===== config.mk =====
export PLATFORM = sky130hd
export DESIGN_NAME = cond_logic_mc
export DESIGN_NICKNAME = d
export VERILOG_FILES = /design/src/rtl/cond_logic_mc_pkg.sv /design/src/rtl/cond_logic_mc_cond_check.sv /design/src/rtl/cond_logic_mc.sv
export SDC_FILE = /design/constraint.sdc
export NUM_CORES = 1
export LEC_CHECK = 0
export BUFFER_PORTS_ARGS = -buffer_cell sky130_fd_sc_hd__buf_4
export CORE_AREA = 2 2 39 41
export DETAILED_ROUTE_END_ITERATION = 8
export DIE_AREA = 0 0 41 43
export GPL_TIMING_DRIVEN = 0
export SYNTH_ARGS = -nofsm -noshare
export SYNTH_HDL_FRONTEND = slang
export SYNTH_SLANG_ARGS = --single-unit

===== constraint.sdc =====
create_clock -name clk -period 1.7 [get_ports clk]
set_input_delay 0.17 -clock clk [delete_from_list [all_inputs] [get_ports clk]]
set_output_delay 0.17 -clock clk [all_outputs]
set_load 0.02 [all_outputs]

===== src/rtl/cond_logic_mc_pkg.sv =====
// Shared constants for the multicycle ARM conditional-execution unit:
// condition-code encodings and NZCV flag bit positions.
package cond_logic_mc_pkg;

  localparam logic [3:0] COND_EQ = 4'b0000;
  localparam logic [3:0] COND_NE = 4'b0001;
  localparam logic [3:0] COND_CS = 4'b0010;
  localparam logic [3:0] COND_CC = 4'b0011;
  localparam logic [3:0] COND_MI = 4'b0100;
  localparam logic [3:0] COND_PL = 4'b0101;
  localparam logic [3:0] COND_VS = 4'b0110;
  localparam logic [3:0] COND_VC = 4'b0111;
  localparam logic [3:0] COND_HI = 4'b1000;
  localparam logic [3:0] COND_LS = 4'b1001;
  localparam logic [3:0] COND_GE = 4'b1010;
  localparam logic [3:0] COND_LT = 4'b1011;
  localparam logic [3:0] COND_GT = 4'b1100;
  localparam logic [3:0] COND_LE = 4'b1101;
  localparam logic [3:0] COND_AL = 4'b1110;
  localparam logic [3:0] COND_NV = 4'b1111;

  localparam int unsigned FLAG_N = 3;
  localparam int unsigned FLAG_Z = 2;
  localparam int unsigned FLAG_C = 1;
  localparam int unsigned FLAG_V = 0;

endpackage


===== src/rtl/cond_logic_mc_cond_check.sv =====
// Purely combinational evaluation of a 4-bit ARM condition field against
// a set of {N,Z,C,V} flags.
module cond_check
  import cond_logic_mc_pkg::*;
(
  input  logic [3:0] Cond,
  input  logic [3:0] Flags,
  output logic       CondEx
);

  logic n_s, z_s, c_s, v_s, ge_s;

  assign n_s  = Flags[FLAG_N];
  assign z_s  = Flags[FLAG_Z];
  assign c_s  = Flags[FLAG_C];
  assign v_s  = Flags[FLAG_V];
  assign ge_s = (n_s == v_s);

  // Condition decode; the unconditional space (NV) is treated as never.
  always_comb begin
    CondEx = 1'b0;
    case (Cond)
      COND_EQ: CondEx = z_s;
      COND_NE: CondEx = ~z_s;
      COND_CS: CondEx = c_s;
      COND_CC: CondEx = ~c_s;
      COND_MI: CondEx = n_s;
      COND_PL: CondEx = ~n_s;
      COND_VS: CondEx = v_s;
      COND_VC: CondEx = ~v_s;
      COND_HI: CondEx = c_s & ~z_s;
      COND_LS: CondEx = ~c_s | z_s;
      COND_GE: CondEx = ge_s;
      COND_LT: CondEx = ~ge_s;
      COND_GT: CondEx = ~z_s & ge_s;
      COND_LE: CondEx = z_s | ~ge_s;
      COND_AL: CondEx = 1'b1;
      COND_NV: CondEx = 1'b0;
      default: CondEx = 1'b0;
    endcase
  end

endmodule


===== src/rtl/cond_logic_mc.sv =====
// Conditional-execution unit for the multicycle ARM datapath: stores NZCV,
// latches the per-instruction condition result and gates write strobes.
// Optional feature macro: COND_FLAG_FWD_EN (same-cycle flag bypass into CondEx).
module cond_logic_mc
  import cond_logic_mc_pkg::*;
(
  input  logic       clk,
  input  logic       reset,
  input  logic [3:0] Cond,
  input  logic [3:0] ALUFlags,
  input  logic [1:0] FlagW,
  input  logic       CondCapture,
  input  logic       PCS,
  input  logic       NextPC,
  input  logic       RegW,
  input  logic       MemW,
  output logic       PCWrite,
  output logic       RegWrite,
  output logic       MemWrite,
  output logic [3:0] Flags,
  output logic       CondEx,
  output logic       CondExReg
);

  logic [3:0] flags_r;
  logic       cond_ex_r;
  logic [1:0] flag_write_s;
  logic [3:0] eval_flags_s;
  logic       cond_ex_s;

  // FlagWrite depends only on the registered result, so the bypass below is loop-free.
  assign flag_write_s = FlagW & {2{cond_ex_r}};

`ifdef COND_FLAG_FWD_EN
  assign eval_flags_s[FLAG_N:FLAG_Z] = flag_write_s[1] ? ALUFlags[FLAG_N:FLAG_Z]
                                                       : flags_r[FLAG_N:FLAG_Z];
  assign eval_flags_s[FLAG_C:FLAG_V] = flag_write_s[0] ? ALUFlags[FLAG_C:FLAG_V]
                                                       : flags_r[FLAG_C:FLAG_V];
`else
  assign eval_flags_s = flags_r;
`endif

  cond_check u_cond_check (
    .Cond   (Cond),
    .Flags  (eval_flags_s),
    .CondEx (cond_ex_s)
  );

  // Flag halves and the latched condition result; reset overrides capture and writes.
  always_ff @(posedge clk) begin
    if (reset) begin
      flags_r   <= 4'b0000;
      cond_ex_r <= 1'b0;
    end else begin
      if (flag_write_s[1]) begin
        flags_r[FLAG_N:FLAG_Z] <= ALUFlags[FLAG_N:FLAG_Z];
      end
      if (flag_write_s[0]) begin
        flags_r[FLAG_C:FLAG_V] <= ALUFlags[FLAG_C:FLAG_V];
      end
      if (CondCapture) begin
        cond_ex_r <= cond_ex_s;
      end
    end
  end

  // Strobes are masked while reset is high so they are clean before the first edge.
  assign PCWrite   = (PCS & cond_ex_r & ~reset) | NextPC;
  assign RegWrite  = RegW & cond_ex_r & ~reset;
  assign MemWrite  = MemW & cond_ex_r & ~reset;
  assign Flags     = flags_r;
  assign CondEx    = cond_ex_s;
  assign CondExReg = cond_ex_r;

endmodule


==> results.md <==
* R2r worst-path depth at 7
* Longest Clk Path Bufs at 2
* Routed wire length per instance at 11.2 µm
* Seq/Total Area, Yosys at 22.6%
* Max Cap Viol at 0
* Die ar. at 1760 µm²
* Top sig layer: met3
* VDD IR max at 398 µV
* Tcrit/Tclk final at 102%
* FF-to-FF Start: Flags[0]
* Post-route DRC at 0
* PD cells at 565 nW/µm²
* Nature of the critical path endpoint: primary output
* Post-synthesis cell type count at 30
* TritonCTS buffer count at 3
* Top delay family on crit path: simple AND/OR/NAND/NOR gates
* Largest net degree at the start of global routing at 11
* Reg clk slew, reported paths at 0.05 ns
* Post-synthesis async set-or-reset flop share at 0%
* Post-route setup slack at -0.0403 ns
* Post-Syn Area at 443 µm²
* CP cell instances: buf_6, nand2_1, o211ai_1, a31oi_1, nor4_2, nor3_2, buf_4
* Status: finished with violations
* Nets@finish at 102
* Max Clock Skew at 0.00636 ns
* Die H at 43 µm
* Vias per cell at 5.08
* Slew headroom at 63.7%
* Post-layout min period at ~1.7 ns
* Worst min path class: in -> reg
* Ant diodes at 0
* Starting DRT DRC Count at 1
* Yosys Warn Count at 0
* FF-to-FF End: CondExReg
* Crit path max fanout at 3
* Vias in the first global route at 436
* Final Max Slew Viols at 0
* IO Port Bufs at 22
* Synth area leaders: dfxtp_1, nand2_1, o221ai_4
* R2R Setup Slk at roughly 0.23 ns
* Fill cells at 137
* Num ports at 26
* Most frequent cell after synthesis: nand2_1
* Grt ovf at 0
* WL met3 at roughly 97 µm
* Failing checks: setup timing
* Highest-delay cell along the critical path: dfxtp_4
* All-layer global routing usage at 13.7%
* Number of H-tree levels at 1
* CP max stage delay at approximately 0.38 ns
* EDFF count, synth at 0
* RSZ-0062 raised after global routing: yes
* First-pass GRT wire length at approximately 1.6 mm
* Rows at 14
* Area share of the largest cell type after synthesis at 22.6%
* Initial antenna violation count at 0
* CP required at ~1.5 ns
* Critical Path Start Type: flip-flop
* Vias at 508
* Crit path from: Flags[0]
* Leak pwr at 0.000299 µW
* F_max at 575 MHz
* Seq cells post-synth at 5
* Synth area leader: dfxtp_1
* Gpl congestion at 0.650
* CTS Hold Buffers Added at 0
* Avg Cell Area, Syn at 8.05 µm²
* Worst slack at placement at 0.0710 ns
* CTS root buffer: clkbuf_4
* Met2 WL post-DR at about 580 µm
* Worst-Margin Slew at approximately 0.54 ns
* Area Growth Syn to Fin at 66.1%
* Routed Antenna Nets at 0
* Layout cells sized above 1 at 57.1%
* TritonCTS clock tree: done
* Setup crit end: CondEx
* Arrival time at the worst endpoint at between 1.5 and 2 ns
* Die width at 41 µm
* Setup violations, final at 1
* Initial Util at 32.0%
* Post-DP HPWL at 859 µm
* Top_reg_cell synth: dfxtp_1
* Top cells by count, synth: nand2_1, a21oi_1, dfxtp_1
* Stages on the worst setup path at 7
* Synth Instances at 55
* Core area at 1380 µm²
* Crit path kind: reg -> out
* Pre-antenna DRT Iters at 4
* WL met1 at 439 µm
* CP bufs+invs at 2
* Clock sink count at 5
* Synth Net Count at 72
* Final hold vios at 0
* Clk_lat worst skew at 0.24 ns
* Final WL at 1.12 mm
* Core Util, Final at between 50 and 60%
area by class of cell:
type	instances	area [µm²]	share of cell area (%)
Tap cell	16	20.0	2.72
Buffer	3	27.5	3.74
Multi-Input combinational cell	43	343	46.6
Timing Repair Buffer	25	191	26.0
Clock buffer	4	26.3	3.57
Inverter	4	15.0	2.04
Sequential cell	5	113	15.3
flip-flops by register name, summed over array words and instances (netlist names):
signal / flops
CondExReg: 1
Flags: 4
cell families (layout without fill, tap and decap cells):
logic type      Yosys count  count (layout)  synth area share, %
buf+inv                   7              36                 9.60
flops                     5               5                 22.6
xor+xnor                  1               1                 1.98
compound gates           16              16                 31.4
simple gates             25              25                 31.1
mux                       1               1                 3.39
metal layers:
| layer | vias up | global-route usage, % |
|---|---|---|
| met5 | - | 0 |
| met4 | 0 | 6.00 |
| met3 | 0 | 3.14 |
| met2 | 26 | 22.5 |
| met1 | 225 | 15.8 |
| li1 | 257 | - |
worst min-delay path by stage:
| stage | from | to | slack (ns) | cells past startpoint |
|---|---|---|---|---|
| 2_1_floorplan | reset | Flags[0] | 0.24 | 1 |
| 3_3_place_gp | reset | Flags[2] | 0.39 | 2 |
| 3_5_place_dp | reset | Flags[0] | 0.39 | 2 |
| 4_1_cts | reset | Flags[1] | 0.12 | 2 |
| 5_1_grt | reset | Flags[0] | 0.13 | 2 |
| 6_report | reset | Flags[0] | 0.12 | 2 |
stage by stage:
stage / hold slack (ns) / cells / TNS [ns] / power [µW] / instance area (µm²)
floorplan: 0.239 / 55 / 0 / 210 / 448
global placement: 0.389 / 93 / 0 / 264 / 633
detailed placement: 0.387 / 93 / 0 / 265 / 633
CTS: 0.123 / 99 / -0.0426 / 413 / 713
global route: 0.132 / 100 / -0.150 / 441 / 736
finish: 0.121 / 100 / -0.0403 / 416 / 736
where the power goes:
part	internal [µW]	leakage [µW]	switching, µW
Sequential	121	0.0000435	10.3
Clock	88.9	0.0000150	51.9
Combinational	77.9	0.000241	66.0
Total	287	0.000299	128
repair_timing:
item	in CTS	in global routing
gates resized for setup	9	5
pin swaps	2	2
setup endpoints to repair	1	1
setup buffers	2	1
cells in the final DEF (no fill, tap or decap), drive strengths merged:
master and n:
buf 27, a21o 1, nor4b 1, nor3 2, nand3 4, a311oi 1, or3b 1, nor4 1
and2 2, nand2 7, nor2 2, nor2b 1, or2b 3, o221ai 1, nand3b 1, xnor2 1
o41ai 1, mux2 1, dfxtp 5, a31oi 1, a221oi 1, o21a 1, inv 4, clkbuf 5
a211oi 1, a21oi 7, o211ai 1
(Power assumes the default switching activity.)
